**src/rtl/img_ctrl_pkg.sv**
```systemverilog
// rtl/img_ctrl_pkg.sv - shared types and constants for the image memory controller
//
// Purpose: FSM state encoding, remap mode codes, default frame geometry and
// the mode decode helpers shared by the controller and its address generator.
package img_ctrl_pkg;

  typedef enum logic [2:0] {
    S_IDLE,
    S_READ,
    S_WAIT,
    S_WRITE,
    S_DONE
  } state_t;

  localparam logic [1:0] MODE_COPY   = 2'd0;
  localparam logic [1:0] MODE_HFLIP  = 2'd1;
  localparam logic [1:0] MODE_VFLIP  = 2'd2;
  localparam logic [1:0] MODE_ROT180 = 2'd3;

  localparam int DEF_IMG_W = 800;
  localparam int DEF_IMG_H = 600;

  // Column mirrored in hflip and rot180.
  function automatic logic flip_h(input logic [1:0] mode);
    return (mode == MODE_HFLIP) || (mode == MODE_ROT180);
  endfunction

  // Row mirrored in vflip and rot180.
  function automatic logic flip_v(input logic [1:0] mode);
    return (mode == MODE_VFLIP) || (mode == MODE_ROT180);
  endfunction

endpackage

```
**src/rtl/raster_addr_gen.sv**
```systemverilog
// rtl/raster_addr_gen.sv - raster x/y counters with source and remapped destination addresses
//
// Purpose: walks the frame in raster order and produces the linear source
// address and the mode-remapped destination address without multipliers.
// Ports:
//   i_clk, i_rst    clock, synchronous active-high reset
//   i_clear         restart at pixel (0,0)
//   i_advance       step to the next raster position
//   i_mode_q        latched remap mode
//   o_src, o_dst    source / destination address, zero-extended to ADDR_W
//   o_last          current position is the last pixel of the frame
module raster_addr_gen
  import img_ctrl_pkg::*;
#(
  parameter int IMG_W  = DEF_IMG_W,
  parameter int IMG_H  = DEF_IMG_H,
  parameter int ADDR_W = 32
) (
  input  logic              i_clk,
  input  logic              i_rst,
  input  logic              i_clear,
  input  logic              i_advance,
  input  logic [1:0]        i_mode_q,
  output logic [ADDR_W-1:0] o_src,
  output logic [ADDR_W-1:0] o_dst,
  output logic              o_last
);

  localparam int XW = (IMG_W > 1) ? $clog2(IMG_W) : 1;
  localparam int YW = (IMG_H > 1) ? $clog2(IMG_H) : 1;
  localparam logic [XW-1:0]     X_LAST       = XW'(IMG_W - 1);
  localparam logic [YW-1:0]     Y_LAST       = YW'(IMG_H - 1);
  localparam logic [ADDR_W-1:0] W_STEP       = ADDR_W'(IMG_W);
  localparam logic [ADDR_W-1:0] ROW_REV_INIT = ADDR_W'((IMG_H - 1) * IMG_W);

  logic [XW-1:0]     r_x;
  logic [YW-1:0]     r_y;
  // Both row bases are kept so the mode only selects, never recomputes:
  // r_row_fwd = y*W, r_row_rev = (H-1-y)*W.
  logic [ADDR_W-1:0] r_row_fwd;
  logic [ADDR_W-1:0] r_row_rev;
  logic [XW-1:0]     w_col;
  logic [ADDR_W-1:0] w_row;

  always_ff @(posedge i_clk) begin
    if (i_rst || i_clear) begin
      r_x       <= '0;
      r_y       <= '0;
      r_row_fwd <= '0;
      r_row_rev <= ROW_REV_INIT;
    end else if (i_advance) begin
      if (r_x == X_LAST) begin
        r_x       <= '0;
        r_y       <= r_y + 1'b1;
        r_row_fwd <= r_row_fwd + W_STEP;
        r_row_rev <= r_row_rev - W_STEP;
      end else begin
        r_x <= r_x + 1'b1;
      end
    end
  end

  assign w_col  = flip_h(i_mode_q) ? (X_LAST - r_x) : r_x;
  assign w_row  = flip_v(i_mode_q) ? r_row_rev : r_row_fwd;
  assign o_src  = r_row_fwd + ADDR_W'(r_x);
  assign o_dst  = w_row + ADDR_W'(w_col);
  assign o_last = (r_x == X_LAST) && (r_y == Y_LAST);

endmodule

```
**src/rtl/img_mem_ctrl_param.sv**
```systemverilog
// rtl/img_mem_ctrl_param.sv - parametrised frame copy/remap memory controller
//
// Purpose: per pixel READ (1 cycle), WAIT (RD_LAT cycles), WRITE (1 cycle);
// frame started by i_start in IDLE/DONE, completion held on o_done.
// Ports:
//   i_clk, i_rst                 clock, synchronous active-high reset
//   i_start, i_mode              frame start request and remap mode
//   o_en_in_mem, o_in_mem_addr   input memory read enable / address
//   o_en_out_mem, o_out_mem_read, o_out_mem_write, o_out_mem_addr
//                                output memory enable / strobes / address
//   o_pix_valid                  read data valid at the datapath
//   o_busy, o_done               frame in progress / frame complete
module img_mem_ctrl_param
  import img_ctrl_pkg::*;
#(
  parameter int IMG_W  = DEF_IMG_W,
  parameter int IMG_H  = DEF_IMG_H,
  parameter int ADDR_W = 32,
  parameter int RD_LAT = 1
) (
  input  logic              i_clk,
  input  logic              i_rst,
  input  logic              i_start,
  input  logic [1:0]        i_mode,
  output logic              o_en_in_mem,
  output logic [ADDR_W-1:0] o_in_mem_addr,
  output logic              o_en_out_mem,
  output logic              o_out_mem_read,
  output logic              o_out_mem_write,
  output logic [ADDR_W-1:0] o_out_mem_addr,
  output logic              o_pix_valid,
  output logic              o_busy,
  output logic              o_done
);

  localparam int WW = (RD_LAT > 1) ? $clog2(RD_LAT) : 1;
  localparam logic [WW-1:0] WAIT_LAST = WW'(RD_LAT - 1);

  state_t            r_state;
  state_t            w_next;
  logic [WW-1:0]     r_wait;
  logic [1:0]        r_mode_q;
  logic              w_accept;
  logic              w_advance;
  logic [ADDR_W-1:0] w_src;
  logic [ADDR_W-1:0] w_dst;
  logic              w_last;

  raster_addr_gen #(
    .IMG_W  (IMG_W),
    .IMG_H  (IMG_H),
    .ADDR_W (ADDR_W)
  ) u_addr (
    .i_clk     (i_clk),
    .i_rst     (i_rst),
    .i_clear   (w_accept),
    .i_advance (w_advance),
    .i_mode_q  (r_mode_q),
    .o_src     (w_src),
    .o_dst     (w_dst),
    .o_last    (w_last)
  );

  always_ff @(posedge i_clk) begin
    if (i_rst) begin
      r_state  <= S_IDLE;
      r_wait   <= '0;
      r_mode_q <= MODE_COPY;
    end else begin
      r_state <= w_next;
      if (w_accept) begin
        r_mode_q <= i_mode;
      end
      // Counter runs only inside WAIT and is back at 0 whenever WAIT is entered.
      if (r_state == S_WAIT && r_wait != WAIT_LAST) begin
        r_wait <= r_wait + 1'b1;
      end else begin
        r_wait <= '0;
      end
    end
  end

  always_comb begin
    w_next          = r_state;
    w_accept        = 1'b0;
    w_advance       = 1'b0;
    o_en_in_mem     = 1'b0;
    o_in_mem_addr   = '0;
    o_en_out_mem    = 1'b0;
    o_out_mem_read  = 1'b0;
    o_out_mem_write = 1'b0;
    o_out_mem_addr  = '0;
    o_pix_valid     = 1'b0;
    o_busy          = 1'b0;
    o_done          = 1'b0;
    case (r_state)
      S_IDLE: begin
        if (i_start) begin
          w_accept = 1'b1;
          w_next   = S_READ;
        end
      end
      S_READ: begin
        o_busy        = 1'b1;
        o_en_in_mem   = 1'b1;
        o_in_mem_addr = w_src;
        w_next        = S_WAIT;
      end
      S_WAIT: begin
        o_busy = 1'b1;
        if (r_wait == WAIT_LAST) begin
          o_pix_valid = 1'b1;
          w_next      = S_WRITE;
        end
      end
      S_WRITE: begin
        o_busy          = 1'b1;
        o_en_out_mem    = 1'b1;
        o_out_mem_write = 1'b1;
        o_out_mem_addr  = w_dst;
        if (w_last) begin
          w_next = S_DONE;
        end else begin
          w_advance = 1'b1;
          w_next    = S_READ;
        end
      end
      S_DONE: begin
        o_done = 1'b1;
        if (i_start) begin
          w_accept = 1'b1;
          w_next   = S_READ;
        end
      end
      default: w_next = S_IDLE;
    endcase
  end

endmodule

```
**config.mk**
```make
export PLATFORM = sky130hd
export DESIGN_NAME = img_mem_ctrl_param
export DESIGN_NICKNAME = d
export VERILOG_FILES = /design/src/rtl/img_ctrl_pkg.sv /design/src/rtl/raster_addr_gen.sv /design/src/rtl/img_mem_ctrl_param.sv
export SDC_FILE = /design/constraint.sdc
export NUM_CORES = 1
export LEC_CHECK = 0
export ABC_AREA = 1
export ABC_CLOCK_PERIOD_IN_PS = 3950
export CAP_MARGIN = 40
export CORE_ASPECT_RATIO = 0.5
export CORE_MARGIN = 4
export CORE_UTILIZATION = 50
export CTS_CLUSTER_DIAMETER = 40
export DETAILED_ROUTE_END_ITERATION = 12
export PLACE_DENSITY = 0.7
export SYNTH_ARGS = -nofsm -noshare
export SYNTH_HDL_FRONTEND = slang
export SYNTH_HIERARCHICAL = 1
export SYNTH_SLANG_ARGS = --single-unit
```
**constraint.sdc**
```tcl
create_clock -name i_clk -period 3.95 [get_ports i_clk]
set_input_delay 0.79 -clock i_clk [delete_from_list [all_inputs] [get_ports i_clk]]
set_output_delay 0.79 -clock i_clk [all_outputs]
set_load 0.1 [all_outputs]
```
After elaboration in Yosys (flattened, before gate mapping). Cells that the tools add are included.

Output and inout bits: 71. Register bits after elaboration: 90. Logic and storage cells: 57. Bits of input ports: 5.

Add/sub/neg operators: 8. Reduce and logical (&&, ||, !) cells: 11. Muxes and demuxes: 19. Equal/unequal tests: 11. Bitwise logic cells: 1.

Operator list (count): 32-bit two-way mux (3); 32-bit by 10-bit adder with 32-bit output (2); 32-bit by 10-bit adder with 32-bit output (second input constant) (1); 32-bit by 10-bit subtractor with 32-bit output (second input constant) (1); 10-bit by 1-bit adder with 10-bit output (second input constant) (2); 10-bit == test (second input constant) (2); 10-bit two-way mux (2); 3-bit one-hot mux with 4 select lines (1); 1-bit two-way mux (10); 10-bit subtractor (first input constant) (1); 3-bit two-way mux (3); 3-bit by 2-bit == test with 1-bit output (second input constant) (2); 2-bit == test (second input constant) (2); 2-bit AND reduction (2); 2-bit OR reduction (2); 3-bit by 1-bit == test with 1-bit output (second input constant) (1); 3-bit == test (second input constant) (1); 3-bit zero test (1); 1-bit logical OR (3); 3-bit OR reduction (1); 2-bit by 1-bit == test with 1-bit output (second input constant) (1); 1-bit logical AND (2); 2-bit by 1-bit != test with 1-bit output (second input constant) (1); 2-bit != test (second input constant) (1); 2 further kinds (2).

Logic depth before layout (Yosys ltp).
Depth in word-level cells: 5. Depth in mapped cells: 18. Depth with buffers taken out: 18.

Hierarchy. The synthesis kept the hierarchy.

By module, submodules not included: raster_addr_gen (instances 1, sequential area each 1481.4 sq um, cells each 950, area an instance 5766.8 sq um); img_mem_ctrl_param (instances 1, sequential area each 120.1 sq um, cells each 179, area an instance 869.6 sq um).

Worst setup path before layout. Ideal clock, no wire load.

Kind: register to output. From: register u_addr.r_x[5]. To: output o_out_mem_addr[20]. Path slack: -0.402 ns. Path buffers: 0. Arrival: 3.562 ns. Stages on the path, launching flop included: 17. Required time: 3.160 ns. Cell sequence: dfxtp_1 -> inv_1 -> ha_1 -> nand2_1 -> a21oi_1 -> xor2_1 -> ha_1 -> nand2_1 -> inv_1 -> nand3b_1 -> nand2_1 -> nand2_1 -> nor2_1 -> nand2_1 -> xor2_1 -> inv_1 -> nor2_1.

Cells in the longest elaborated chain, start to end: 4.

Ends and longest elaborated chain: start: declaration (RTL line raster_addr_gen.sv:36) `logic [XW-1:0] r_x;`; start signal: assignment (RTL line raster_addr_gen.sv:58) `r_x <= r_x + 1'b1;`; 10-bit subtractor (RTL line raster_addr_gen.sv:63) `assign w_col = flip_h(i_mode_q) ? (X_LAST - r_x) : r_x;`; 10-bit two-way mux (*) (RTL line raster_addr_gen.sv:63); 32-bit by 10-bit adder with 32-bit output (*) (RTL line raster_addr_gen.sv:66) `assign o_dst = w_row + ADDR_W'(w_col);`; net w_dst[20] (RTL line img_mem_ctrl_param.sv:46) `logic [ADDR_W-1:0] w_dst;`; 32-bit two-way mux (*) (RTL line img_mem_ctrl_param.sv:96) `case (r_state)`; end: declaration (RTL line img_mem_ctrl_param.sv:30) `output logic [ADDR_W-1:0] o_out_mem_addr,`.

Mark *: on every way through the listed nets, which the timed path passes. The rest lies on a longest branch.

Worst setup path in the final report.
From: register u_addr.r_x[6]. To: output o_out_mem_addr[20].

Same word-level chain as after synthesis.

==> summary.md <==
| Metric | Value |
|---|---|
| Die area | between 15000 and 20000 um^2 |
| CP arrival | a little under 3000 ps |
| CTS Buf Count | 9 |
| Worst hold path type | flip-flop to flip-flop |
| Largest family of logic cells by synthesized area | simple AND/OR/NAND/NOR gates |
| Clock tree buffer depth | 2 |
| Cell with the most instances after synthesis | nand2_1 |
| Max Freq | between 0.2 and 0.3 GHz |
| Pre-Repair DR Iteration Count | 5 |
| Initial Util | 0.518 |
| Worst setup SP type | flip-flop |
| Boundary pin count | 76 |
| Total wire length | 19800 um |
| Worst Setup SP | u_addr/r_x[6] |
| Synth Flop Type | dfxtp_1 |
| Top post-synthesis cells by area | dfxtp_1 (24%), nand2_1 (15%), nor2_1 (12%), inv_1 (11%), xor2_1 (5.9%) |
| Worst reg2reg path depth | 17 |
| Tot Pwr | roughly 2.5 mW |
| Synth unique cells | 44 |
| CTS Hold Bufs | 0 |
| Final Hold Fails | 0 |
| Hold WS | 487 ps |
| Clock Sinks | 80 |
| Yosys warns | 6 |
| Fin crit period | between 3000 and 4000 ps |
| Maximum level of the CTS H-tree | 3 |
| Avg Cell Area, Syn | between 5 and 6 um^2 |
| Drt wl/cell | about 14 um |
| Core Region | 12800 um^2 |
| Root Buffer | clkbuf_16 |
| Max Cap Viol | 0 |
| Initial antenna violation count | 0 |
| Lkg Pwr | about 3.4 nW |
| Final setup vio count | 0 |
| Run status | finished clean |
| Setup crit end kind | primary output |
| Xor/xnor cell area share of the yosys netlist | 0.0633 |
| First-pass GRT wire length | ~32000 um |
| Sequential area share after synthesis | 0.241 |
| EDFF count, synth | 0 |
| Maximum vdd drop | 0.405 mV |
| Layout Nets | approximately 1200 |
| Simple-gate share of the synthesized area | 0.414 |
| CTS tree | yes |
| Critical path required time | roughly 3200 ps |
| Multi-input logic area | about 4200 um^2 |
| R2R Setup Slk | 960 ps |
| Reg2reg end | u_addr/r_row_rev[31] |
| Most frequent cells after synthesis | nand2_1 (262), nor2_1 (211), inv_1 (194), dfxtp_1 (80), nand3_1 (62) |
| Clock transition at path regs | about 80 ps |
| Total GRT Usage | 0.264 |
| Share of cells above drive strength 1 | 0.141 |
| Multiplexer share of the synthesized area | 0 |
| Hpwl dp | about 16000 um |
| Worst Tran Pin Value | roughly 720 ps |
| Tcrit/Tclk final | 0.947 |
| Final setup skew | 11.3 ps |
| Chip Width | 171 um |
| Clk Latency, worst-skew pair | about 350 ps |
| Via density per instance | 5.13 |
| Post-Synth Adder-Cell Area | 0.0362 |
| CP Class | flip-flop to primary output |
| Compound-gate portion of the synthesized area | 0.0980 |
| Yosys reg bits | 80 |
| Number of diodes | 0 |
| # port buffers | 74 |
| P&R area growth vs syn | 24.0% |
| Vias in the first global route | between 6000 and 7000 |
| Worst setup path endpoint | o_out_mem_addr[20] |
| Fill cell count | roughly 1200 |
| Largest net degree at the start of global routing | 50 |
| Mapped Area | 6640 um^2 |
| RePlAce Congestion | between 0.9 and 1 |
| Initial DRC Count | between 500 and 600 |
| Rel. slew slack | 0.517 |
| Via count | a little over 7000 |
| FFs w/ async S/R, synth | 0 |
| Grt ovf | 0 |
| Final slew viol count | 0 |
| Worst R2R Start | u_addr/r_x[6] |
| DR DRC count | 0 |
| Post-synth top area cell | dfxtp_1 |
| Final Util | 0.642 |
| Top cell type's share of synthesized area | 0.241 |
| # rows | 29 |
| PD cells | 298 nW/um^2 |
| Die Span Y | about 89 um |
| Mapped Cells | between 1000 and 1500 |
| Max FO, Critical Path | 6 |
| Antenna Nets Post-Route | 0 |
| Sequential Area | ~1600 um^2 |
-- stage by stage --
stage	cells	setup slack [ps]	instance area [um^2]	setup TNS (ps)
after floorplan	1130	47.3	6690	0
after global placement	1350	279	7790	0
after detailed placement	1355	203	7870	0
after CTS	1371	16.8	8180	0
after global routing	1372	-4.64	8230	-8.80
final	1372	208	8230	0
-- timing repair --
action,4_1_cts,5_1_grt
setup buffers,0,1
pin swaps,0,3
setup endpoints to repair,18,27
gates resized for setup,5,15
-- where the power goes --
part	leakage, nW	internal (mW)	switching, mW
clock network	0.141	0.447	0.399
registers	0.648	0.821	0.0350
logic	2.61	0.215	0.537
-- cell families (layout without fill, tap and decap cells) --
family          Yosys count  count (layout)
simple gates            630             630
buf+inv                 229             301
compound gates          123             123
flops                    80              80
xor+xnor                 48              48
fa+ha+maj                18              18
other cells               1               2
-- placed cells by master, fill, tap and decap left out, drive strengths merged, types with 3 or more instances in the layout --
cell type      synthesis  final
nand2                267    267
nor2                 229    229
inv                  197    201
dfxtp                 80     80
buf                   21     77
o21ai                 69     69
nand3                 65     65
xor2                  45     45
a21oi                 45     45
nand4                 28     28
nor3                  28     28
ha                    16     16
clkbuf                 9      9
clkdlybuf4s50          0      9
nor3b                  4      4
or2                    3      3
nand3b                 3      3
xnor2                  3      3
clkinv                 2      3
-- critical path: stages (launching register included) --
cell and delay (ps):
dfxtp_4 380, inv_1 70, ha_1 230, o21ai_0 230, o22ai_1 110, ha_1 340
nor2_1 60, nand3b_1 170, nand2_2 130, nand2_1 110, nor2_4 130, nand2_1 80
xor2_1 150, inv_1 70, nor2_2 150, buf_12 190
-- flip-flops by register name, summed over array words and instances, names as in the netlist --
register / flops
r_mode_q: 2
u_addr/r_row_rev: 27
u_addr/r_row_fwd: 27
r_wait: 1
u_addr/r_x: 10
r_state: 3
u_addr/r_y: 10
-- worst min-delay path by stage --
| stage | to | slack (ps) | from | cells past startpoint |
|---|---|---|---|---|
| global route | u_addr/r_row_rev[5] | 530 | u_addr/r_row_rev[5] | 1 |
| global placement | u_addr/r_row_rev[5] | 470 | u_addr/r_row_rev[5] | 1 |
| floorplan | u_addr/r_row_rev[5] | 450 | u_addr/r_row_rev[5] | 1 |
| CTS | u_addr/r_row_rev[5] | 490 | u_addr/r_row_rev[5] | 1 |
| finish | u_addr/r_row_rev[5] | 490 | u_addr/r_row_rev[5] | 1 |
| detailed placement | u_addr/r_row_rev[5] | 470 | u_addr/r_row_rev[5] | 1 |
-- metal layers --
metal / GRT usage / wire, um / vias to the layer above
met2: 0.460 / 8960 / 230
met1: 0.341 / 9050 / 3150
met3: 0.0596 / 1460 / 28
met4: 0.0575 / 282 / 0
li1: - / - / 3632
met5: 0 / 0 / -
-- layout make-up --
type                            instances  area share
Multi-Input combinational cell        821       0.506
Sequential cell                        80       0.196
Timing Repair Buffer                   86       0.145
Inverter                              199      0.0911
Clock buffer                            9      0.0274
Tap cell                              170      0.0259
Clock inverter                          7     0.00897
(Power assumes the default switching activity.)
